===== config.mk =====
export PLATFORM = sky130hd
export DESIGN_NAME = npu_result_collector
export DESIGN_NICKNAME = d
export VERILOG_FILES = /design/src/rtl/npu_result_pkg.sv /design/src/rtl/npu_result_fifo.sv /design/src/rtl/npu_result_collector.sv
export SDC_FILE = /design/constraint.sdc
export NUM_CORES = 1
export LEC_CHECK = 0
export ABC_AREA = 1
export ABC_CLOCK_PERIOD_IN_PS = 5500
export CAP_MARGIN = 20
export CORE_MARGIN = 1
export CORE_UTILIZATION = 55
export CTS_CLUSTER_SIZE = 10
export DETAILED_ROUTE_END_ITERATION = 8
export PLACE_DENSITY = 0.82
export SYNTH_ARGS = -nofsm -noshare
export SYNTH_HDL_FRONTEND = slang
export SYNTH_SLANG_ARGS = --single-unit
export TNS_END_PERCENT = 5

===== constraint.sdc =====
create_clock -name clk -period 5.5 [get_ports clk]
set_input_delay 1.1 -clock clk [delete_from_list [all_inputs] [get_ports clk]]
set_output_delay 1.1 -clock clk [all_outputs]
set_load 0.05 [all_outputs]

===== src/rtl/npu_result_pkg.sv =====
// Shared register map, control/status bit positions and word-packing helpers
// for the NPU result collector.
package npu_result_pkg;

    localparam logic [1:0] ADDR_DATA   = 2'd0;
    localparam logic [1:0] ADDR_STATUS = 2'd1;
    localparam logic [1:0] ADDR_CTRL   = 2'd2;
    localparam logic [1:0] ADDR_FRAME  = 2'd3;

    localparam int CTRL_FLUSH    = 0;
    localparam int CTRL_CLR_OVF  = 1;
    localparam int CTRL_IRQ_EN   = 2;
    localparam int CTRL_CLR_DONE = 3;

    localparam int ST_DONE  = 31;
    localparam int ST_OVF   = 30;
    localparam int ST_FULL  = 29;
    localparam int ST_EMPTY = 28;

    localparam int DATA_VLD = 31;

    function automatic logic [31:0] status_word(
        input logic        done,
        input logic        ovf,
        input logic        full,
        input logic        empty,
        input logic [15:0] cnt
    );
        logic [31:0] w;
        w           = {16'b0, cnt};
        w[ST_DONE]  = done;
        w[ST_OVF]   = ovf;
        w[ST_FULL]  = full;
        w[ST_EMPTY] = empty;
        return w;
    endfunction

endpackage


===== src/rtl/npu_result_fifo.sv =====
// Synchronous FIFO; head is visible combinationally, push/pop/flush act at the clock edge.
// A push into a full FIFO is accepted only when a pop frees a slot in the same cycle; flush wins over both.
module npu_result_fifo #(
    parameter int DATA_W = 8,
    parameter int DEPTH  = 16
) (
    input  logic                     clk,
    input  logic                     reset,
    input  logic                     push,
    input  logic                     pop,
    input  logic                     flush,
    input  logic [DATA_W-1:0]        wdata,
    output logic [DATA_W-1:0]        head,
    output logic                     full,
    output logic                     empty,
    output logic [$clog2(DEPTH):0]   count,
    output logic                     push_ok,
    output logic                     pop_ok
);
    localparam int AW = $clog2(DEPTH);
    localparam logic [AW:0] FULL_CNT = DEPTH[AW:0];

    logic [DATA_W-1:0] mem [DEPTH];
    logic [AW-1:0]     head_ptr;
    logic [AW-1:0]     tail_ptr;

    assign full    = (count == FULL_CNT);
    assign empty   = (count == '0);
    assign pop_ok  = pop & ~empty & ~flush;
    assign push_ok = push & ~flush & (~full | pop_ok);
    assign head    = mem[head_ptr];

    always_ff @(posedge clk) begin
        if (reset && push_ok) begin
            mem[tail_ptr] <= wdata;
        end
    end

    always_ff @(posedge clk) begin
        if (!reset || flush) begin
            head_ptr <= '0;
            tail_ptr <= '0;
            count    <= '0;
        end else begin
            if (push_ok) begin
                tail_ptr <= tail_ptr + AW'(1);
            end
            if (pop_ok) begin
                head_ptr <= head_ptr + AW'(1);
            end
            case ({push_ok, pop_ok})
                2'b10:   count <= count + (AW+1)'(1);
                2'b01:   count <= count - (AW+1)'(1);
                default: count <= count;
            endcase
        end
    end

endmodule


===== src/rtl/npu_result_collector.sv =====
// Captures the NPU result stream into a FIFO behind an Avalon-MM slave (read latency 1) with frame-done irq.
// The NPU cannot be stalled: bytes arriving while full are dropped and flagged in a sticky overflow bit.
module npu_result_collector
    import npu_result_pkg::*;
#(
    parameter int DATA_W = 8,
    parameter int DEPTH  = 16,
    parameter int LEN_W  = 16
) (
    input  logic              clk,
    input  logic              reset,
    input  logic [DATA_W-1:0] d_in,
    input  logic              d_valid,
    input  logic              chipselect,
    input  logic              read,
    input  logic              write,
    input  logic [1:0]        address,
    input  logic [31:0]       writedata,
    output logic [31:0]       readdata,
    output logic              irq
);
    localparam int CW = $clog2(DEPTH) + 1;

    logic [DATA_W-1:0] head;
    logic              full;
    logic              empty;
    logic [CW-1:0]     count;
    logic              push_ok;
    logic              pop_ok;

    logic              overflow;
    logic              done;
    logic              irq_en;
    logic [LEN_W-1:0]  frame_len;
    logic [LEN_W-1:0]  captured;
    logic [LEN_W-1:0]  cap_next;

    logic              rd_sel;
    logic              ctrl_wr;
    logic              frame_wr;
    logic              pop;
    logic              flush;
    logic              clr_done;
    logic              drop;
    logic [31:0]       rd_word;
    logic              unused_wd;

    assign rd_sel   = chipselect & read;
    assign ctrl_wr  = chipselect & write & (address == ADDR_CTRL);
    assign frame_wr = chipselect & write & (address == ADDR_FRAME);
    assign pop      = rd_sel & (address == ADDR_DATA);
    assign flush    = ctrl_wr & writedata[CTRL_FLUSH];
    assign clr_done = (ctrl_wr & writedata[CTRL_CLR_DONE]) | frame_wr;
    assign drop     = d_valid & ~flush & ~push_ok;
    assign cap_next = (&captured) ? captured : captured + LEN_W'(1);
    assign unused_wd = ^writedata[31:LEN_W];

    npu_result_fifo #(
        .DATA_W (DATA_W),
        .DEPTH  (DEPTH)
    ) u_fifo (
        .clk     (clk),
        .reset   (reset),
        .push    (d_valid),
        .pop     (pop),
        .flush   (flush),
        .wdata   (d_in),
        .head    (head),
        .full    (full),
        .empty   (empty),
        .count   (count),
        .push_ok (push_ok),
        .pop_ok  (pop_ok)
    );

    always_comb begin
        rd_word = '0;
        case (address)
            ADDR_DATA: begin
                if (pop_ok) begin
                    rd_word           = 32'(head);
                    rd_word[DATA_VLD] = 1'b1;
                end
            end
            ADDR_STATUS: rd_word = status_word(done, overflow, full, empty, 16'(count));
            ADDR_CTRL:   rd_word[CTRL_IRQ_EN] = irq_en;
            ADDR_FRAME:  rd_word = 32'(captured);
            default:     rd_word = '0;
        endcase
    end

    always_ff @(posedge clk) begin
        if (!reset) begin
            overflow  <= 1'b0;
            done      <= 1'b0;
            irq_en    <= 1'b0;
            frame_len <= '0;
            captured  <= '0;
            readdata  <= '0;
            irq       <= 1'b0;
        end else begin
            if (rd_sel) begin
                readdata <= rd_word;
            end
            irq <= done & irq_en;
            if (ctrl_wr) begin
                irq_en <= writedata[CTRL_IRQ_EN];
            end
            if (frame_wr) begin
                frame_len <= writedata[LEN_W-1:0];
            end
            // A drop in the same cycle as a clear still leaves the flag set.
            if (ctrl_wr && writedata[CTRL_CLR_OVF]) begin
                overflow <= 1'b0;
            end
            if (drop) begin
                overflow <= 1'b1;
            end
            if (clr_done) begin
                captured <= '0;
                done     <= 1'b0;
            end else if (push_ok) begin
                captured <= cap_next;
                if (frame_len != '0 && cap_next == frame_len) begin
                    done <= 1'b1;
                end
            end
        end
    end

endmodule

Word level (Yosys, flattened, before mapping)
Memories as Yosys holds them, arrays and structs flattened. A register that Yosys moved wholly into a read port is not among the register bits.
Cells that the tools add are included.
{"block": "word_totals", "register_bits": 81, "ramBits": 128, "input_bits": 48, "word_cells": 68, "n_memories": 1}
{"block": "op_classes", "addsub": 5, "n_eq_ne": 7, "mux": 12, "bitwise_logic": 20, "n_reduce_logical": 13}
{"memory": "u_fifo.mem", "words": 16, "width": 8, "read_ports": 1, "rd_ports_with_merged_regs": 1, "write_ports": 1, "line": "npu_result_fifo.sv:23", "rtl": "logic [DATA_W-1:0] mem [DEPTH];"}
{"operator": "$pmux W29 S3", "n": 1}
{"operator": "$mux W32", "n": 1}
{"operator": "$add A16 B1 Y16 const B", "n": 1}
{"operator": "$eq A16 B16 Y1", "n": 1}
{"operator": "$mux W16", "n": 1}
{"operator": "$reduce_and A16 Y1", "n": 1}
{"operator": "$reduce_bool A16 Y1", "n": 1}
{"operator": "$and A1 B1 Y1", "n": 13}
{"operator": "$pmux W5 S2", "n": 1}
{"operator": "$add A4 B1 Y4 const B", "n": 2}
{"operator": "$mux W4", "n": 2}
{"operator": "$eq A2 B2 Y1 const B", "n": 3}
{"operator": "$pmux W2 S3", "n": 1}
{"operator": "$add A5 B1 Y5 const B", "n": 1}
{"operator": "$eq A5 B5 Y1 const B", "n": 1}
{"operator": "$logic_not A5 Y1", "n": 1}
{"operator": "$not A1 Y1", "n": 5}
{"operator": "$sub A5 B1 Y5 const B", "n": 1}
{"operator": "$eq A2 B1 Y1 const B", "n": 2}
{"operator": "$mux W1", "n": 4}
{"operator": "$pmux W1 S4", "n": 1}
{"operator": "$reduce_bool A2 Y1", "n": 2}
{"operator": "$logic_and A1 B1 Y1", "n": 3}
{"operator": "$logic_not A2 Y1", "n": 1}
{"operator": "5 further kinds", "n": 6}

Depth between registers and ports, before layout
{"block": "depth", "word_depth": 10, "ltp_mapped": 14, "depth_no_buf": 14}

Modules after synthesis
Synthesis repeated with hierarchy kept, for this count alone.
{"block": "hier_totals", "cells_unflattened": 1012, "hier_area_um2": 9315.2}
{"mod": "npu_result_fifo", "n_inst": 1, "cells_each": 546, "area_per_inst_um2": 6228.5, "seq_area_each_um2": 4184.0}
{"mod": "npu_result_collector", "n_inst": 1, "cells_each": 466, "area_per_inst_um2": 3086.7, "seq_area_each_um2": 1121.1}

Least setup slack after synthesis
OpenSTA, ideal clock, no wires.
{"block": "synth_path", "path_kind": "input port to flip-flop", "from": "input chipselect", "to": "memory u_fifo.mem[10][0], enable pin", "setup_ns": 0.383, "t_arrival_ns": 2.563, "setup_slack_ns": 2.553, "stages": 8, "path_cell_list": "nand2_1 nor3_1 nand3b_1 nand2_1 buf_2 nor2_1 inv_1 nor3_1"}
{"block": "synth_via", "elab_chain_len": 10}
{"item": "from (decl)", "line": "npu_result_collector.sv:14", "rtl": "input logic chipselect,"}
{"item": "$and A1 B1 Y1 (2 in a row)", "line": "npu_result_collector.sv:49", "rtl": "assign ctrl_wr = chipselect & write & (address == ADDR_CTRL);"}
{"item": "$and A1 B1 Y1", "line": "npu_result_collector.sv:52", "rtl": "assign flush = ctrl_wr & writedata[CTRL_FLUSH];"}
{"item": "$not A1 Y1", "line": "npu_result_fifo.sv:29, npu_result_fifo.sv:30"}
{"item": "$and A1 B1 Y1", "line": "npu_result_fifo.sv:29", "rtl": "assign pop_ok = pop & ~empty & ~flush;"}
{"item": "$or A1 B1 Y1", "line": "npu_result_fifo.sv:30", "rtl": "assign push_ok = push & ~flush & (~full | pop_ok);"}
{"item": "$and A1 B1 Y1 (*)", "line": "npu_result_fifo.sv:30"}
{"item": "$logic_and A1 B1 Y1 (*)", "line": "npu_result_fifo.sv:34", "rtl": "if (reset && push_ok) begin"}
{"item": "$mux W1 (*)", "line": "npu_result_fifo.sv:34"}
{"item": "$mux W1 (not written as such) (*)", "line": "npu_result_fifo.sv:35", "rtl": "mem[tail_ptr] <= wdata;"}
{"item": "to (decl)", "line": "npu_result_fifo.sv:23"}
Every way passes the cells marked *; elsewhere a longest branch is shown, timed or not.

Worst setup path after layout
{"block": "layout_path", "from": "input chipselect", "to": "register u_fifo.count[4]"}
{"block": "layout_via", "elab_chain_len": 9}
{"item": "$and A1 B1 Y1 (2 in a row)", "line": "npu_result_collector.sv:49"}
{"item": "$and A1 B1 Y1", "line": "npu_result_collector.sv:52"}
{"item": "$not A1 Y1", "line": "npu_result_fifo.sv:29, npu_result_fifo.sv:30"}
{"item": "$and A1 B1 Y1", "line": "npu_result_fifo.sv:29"}
{"item": "$or A1 B1 Y1", "line": "npu_result_fifo.sv:30"}
{"item": "$and A1 B1 Y1", "line": "npu_result_fifo.sv:30"}
{"item": "$eq A2 B1 Y1 or $eq A2 B2 Y1 (tied branches)", "line": "npu_result_fifo.sv:51", "rtl": "case ({push_ok, pop_ok})"}
{"item": "$pmux W5 S2 or $reduce_bool A2 Y1 (tied branches)"}
{"item": "to (signal assigned)", "line": "npu_result_fifo.sv:52", "rtl": "2'b10: count <= count + (AW+1)'(1);"}
{"item": "to (signal assigned)", "line": "npu_result_fifo.sv:53", "rtl": "2'b01: count <= count - (AW+1)'(1);"}
{"item": "to (signal assigned)", "line": "npu_result_fifo.sv:54", "rtl": "default: count <= count;"}
{"item": "to (decl)", "line": "npu_result_fifo.sv:16", "rtl": "output logic [$clog2(DEPTH):0] count,"}
Parallel ways exist; a longest one is shown, timed or not.
A chain may end at the register's enable or synchronous reset.

==> qor.csv <==
stage;metric;value;unit
synthesis;yosys_warnings;0;
cts;clockBufferDepth;3;
timing;rsz0062_at_grt;false;
timing;period_minus_slack;3.42;ns
synthesis;avgSynthCellArea;9.45;sq um
critical_path;crit_arrival;3.86;ns
cts;clk_pin_slew_worst_paths;0.06;ns
die;core-area;0.0159;sq mm
place;io_buffer_count;52;
synthesis;yosys.area.top_type_share;42.8;%
die;rows;46;
routing;drtIter0Drc;905;
worst_hold_path;hold_class;flip-flop to flip-flop;
die;die_x;130;microns
grt;grt_use_met3;3.77;%
routing;ant_nets;0;
critical_path;reg2reg_to;readdata[4];
routing;dr.pass1.iters;6;
cells_and_area;design_area;0.0104;sq mm
pwr;power.leakage;3.83;nW
synthesis;ys_types;45;
critical_path;criticalPathCategory;input pin to flip-flop;
grt;met1_usage;33.9;%
pwr;fin_total_pwr;3.33;mW
critical_path;worstPathMaxFanout;22;
critical_path;reg2regPathDepth;10;
place;hpwl;13200;microns
critical_path;critPathCaptureType;flip-flop;
grt;met2_usage;39.9;%
synthesis;synth_edf_count;128;
pwr;power_density;321;mW/mm^2
outcome;status;complete, no violations;
grt;grt_max_degree;66;
cts;postCtsSetupBuffers;0;
worst_hold_path;worstHoldEndpoint;readdata[10];
cells_and_area;fin_util;65.0;%
synthesis;synth_async_sr_flop_share;0;%
grt;grt_busiest_layer;met2;
place;post_dp_cell_area;0.00965;sq mm
die;start_util;56.3;%
cells_and_area;multiInputGateArea;0.00319;sq mm
timing;finalSetupTns;0;ns
die;die_h;130;microns
cts;clock-sinks;201;
critical_path;start_kind;input pin;
timing;fmax;292;MHz
grt;antenna_found_initial;0;
cts;postCtsHoldBufs;0;
timing;final_max_slew_viol_count;0;
place;gp_congestion;0.923;
synthesis;syn_inst;951;
cells_and_area;regArea;0.00531;sq mm
cells_and_area;area_delta_synth_final;15.4;%
synthesis;synthDominantAreaCellType;edfxtp_1;
grt;grt_overflow;0;
grt;grt_pass1_vias;6287;
cts;cts_tree;done;
worst_hold_path;min-delay-start;readdata[10];
timing;setup-violations-final;0;
cells_and_area;diodes;0;
timing;maxSlewHeadroom;27.2;%
timing;hold_viol_final;0;
critical_path;critical_path_required;5.94;ns
cts;cts_root_buffer;clkbuf_16;
synthesis;synthFlopType;edfxtp_1;
timing;fin_crit_sh;62.2;%
synthesis;ys_ff_latch;201;
routing;num_vias;6927;
synthesis;ys_seq_area_share;59.1;%
cells_and_area;fillCellCount;1240;
cells_and_area;drive_gt1_share;7.00;%
routing;drc;0;
worst_hold_path;whs_path_depth;2;
routing;wl_per_cell;16.7;microns
cts;insertion_delay;0.53;ns
cts;cts_resized;0;
cts;cts_made_buffers;24;
die;num_io_pins;81;
pwr;vdd_drop_max;0.287;mV
routing;finalWirelength;20500;microns
synthesis;synth_area_leaders;edfxtp_1 43%, dfxtp_1 16%, nand2_1 9.7%, a21oi_1 5.5%, nand3_1 4.6%;
cells_and_area;fin_nets;1059;
timing;fin_skew;0.0185;ns
grt;grtUsageTotal;24.8;%
synthesis;synthesis.area;0.00898;sq mm
grt;grt_pass1_wl;31800;microns
job;cap_violations;0;
critical_path;reg2reg_slack;2.71;ns
die;die_area;0.0168;sq mm
routing;via_per_inst;5.63;
cts;cts_max_level;1;
timing;worstMarginPinSlew;1.09;ns
==> sequential cells by signal, summed over array words and instances, names as in the netlist, 4 cells and up, named ones only <==
name	cells
u_fifo.mem	128
u_fifo.tail_ptr	4
u_fifo.head_ptr	4
readdata	20
u_fifo.count	5
captured	16
frame_len	16
==> critical path, stage by stage <==
cell and delay, ns:
clkdlybuf4s50_1 0.47, nand2_1 0.05, buf_4 0.20, nor3_1 0.19, nand2_1 0.21, nor2_1 0.28
inv_1 0.14, fa_1 0.42, o31ai_1 0.34, o21ai_0 0.11, o21ai_0 0.11, o21ai_0 0.11
a21oi_1 0.12
==> how the worst max path moves through the flow <==
stage                          start                end  slack (ns)  cells after the start
after detailed placement  chipselect    u_fifo.count[4]        1.64                     13
after global placement    chipselect    u_fifo.count[4]        1.68                     13
after CTS                 chipselect   u_fifo.mem[4][6]        2.16                     10
after floorplan           chipselect  u_fifo.mem[10][0]        2.55                      8
final                     chipselect    u_fifo.count[4]        2.08                     13
after global routing      chipselect    u_fifo.count[4]        1.76                     13
==> stage by stage <==
step	instances	hold WS, ns	setup slack, ns
6_report	1231	0.463	2.08
5_1_grt	1231	0.483	1.76
4_1_cts	1230	0.465	2.16
3_5_place_dp	1190	0.456	1.64
3_3_place_gp	1190	0.454	1.68
2_1_floorplan	962	0.447	2.55
==> per-layer routing <==
| metal | share of wire (%) | wire, microns |
|---|---|---|
| met1 | 42 | 8680 |
| met4 | 3.3 | 686 |
| met3 | 7.7 | 1570 |
| met2 | 47 | 9600 |
| met5 | 0 | 0 |
==> cell usage after synthesis, types with 10 or more instances <==
cell      count
buf_4        12
edfxtp_1    128
a22oi_1      21
inv_1        62
nor2_1       51
nor3_1       16
o21ai_0      42
dfxtp_1      73
nand3_1      83
buf_2        11
clkbuf_1     25
a21oi_1      98
nand2_1     231
xor2_1       10
==> placed cells by master, fill, tap and decap left out, types with 2 or more instances in the layout <==
master,synthesis,layout
nand4_1,9,9
o21ai_1,4,4
a21oi_1,98,98
nor2_2,3,3
nor2_4,4,4
dfxtp_1,73,72
conb_1,1,12
nand2_2,6,6
o21ai_0,42,42
clkinv_1,2,2
inv_1,62,62
a22oi_1,21,21
clkdlybuf4s50_1,0,52
a31oi_1,6,6
or2_2,2,2
a211oi_1,7,7
clkbuf_16,0,24
inv_2,3,3
nor3_2,2,2
xnor2_1,3,3
ha_1,9,9
xor2_1,10,10
nor2_1,51,51
nand3_1,83,83
buf_4,12,15
nand3_2,3,3
nor3_1,16,16
nand2_1,231,231
o211ai_1,4,4
edfxtp_1,128,128
clkbuf_1,25,14
==> final cells by class <==
cell class | count | share of cell area [%]
sequential | 201 | 51.2
multi-input combinational | 639 | 30.7
timing repair buffer | 68 | 6.37
clock buffer | 38 | 6.30
tap | 216 | 2.61
inverter | 67 | 2.43
clock inverter | 2 | 0.374
==> power by group <==
part / total [mW] / leakage (nW) / internal, mW / switching, mW
Sequential: 1.66 / 1.75 / 1.63 / 0.0267
Combinational: 0.271 / 1.75 / 0.0869 / 0.184
Clock: 1.40 / 0.328 / 0.814 / 0.586
==> cell families after synthesis <==
logic type | count (synthesis) | synth area share (%)
compound gates | 190 | 11.9
simple gates | 413 | 20.2
buf+inv | 122 | 5.92
xor+xnor | 14 | 1.45
other cells | 1 | 0.0417
fa+ha+maj | 10 | 1.48
flops | 201 | 59.1
No activity file was read; power rests on OpenSTA's default activity.
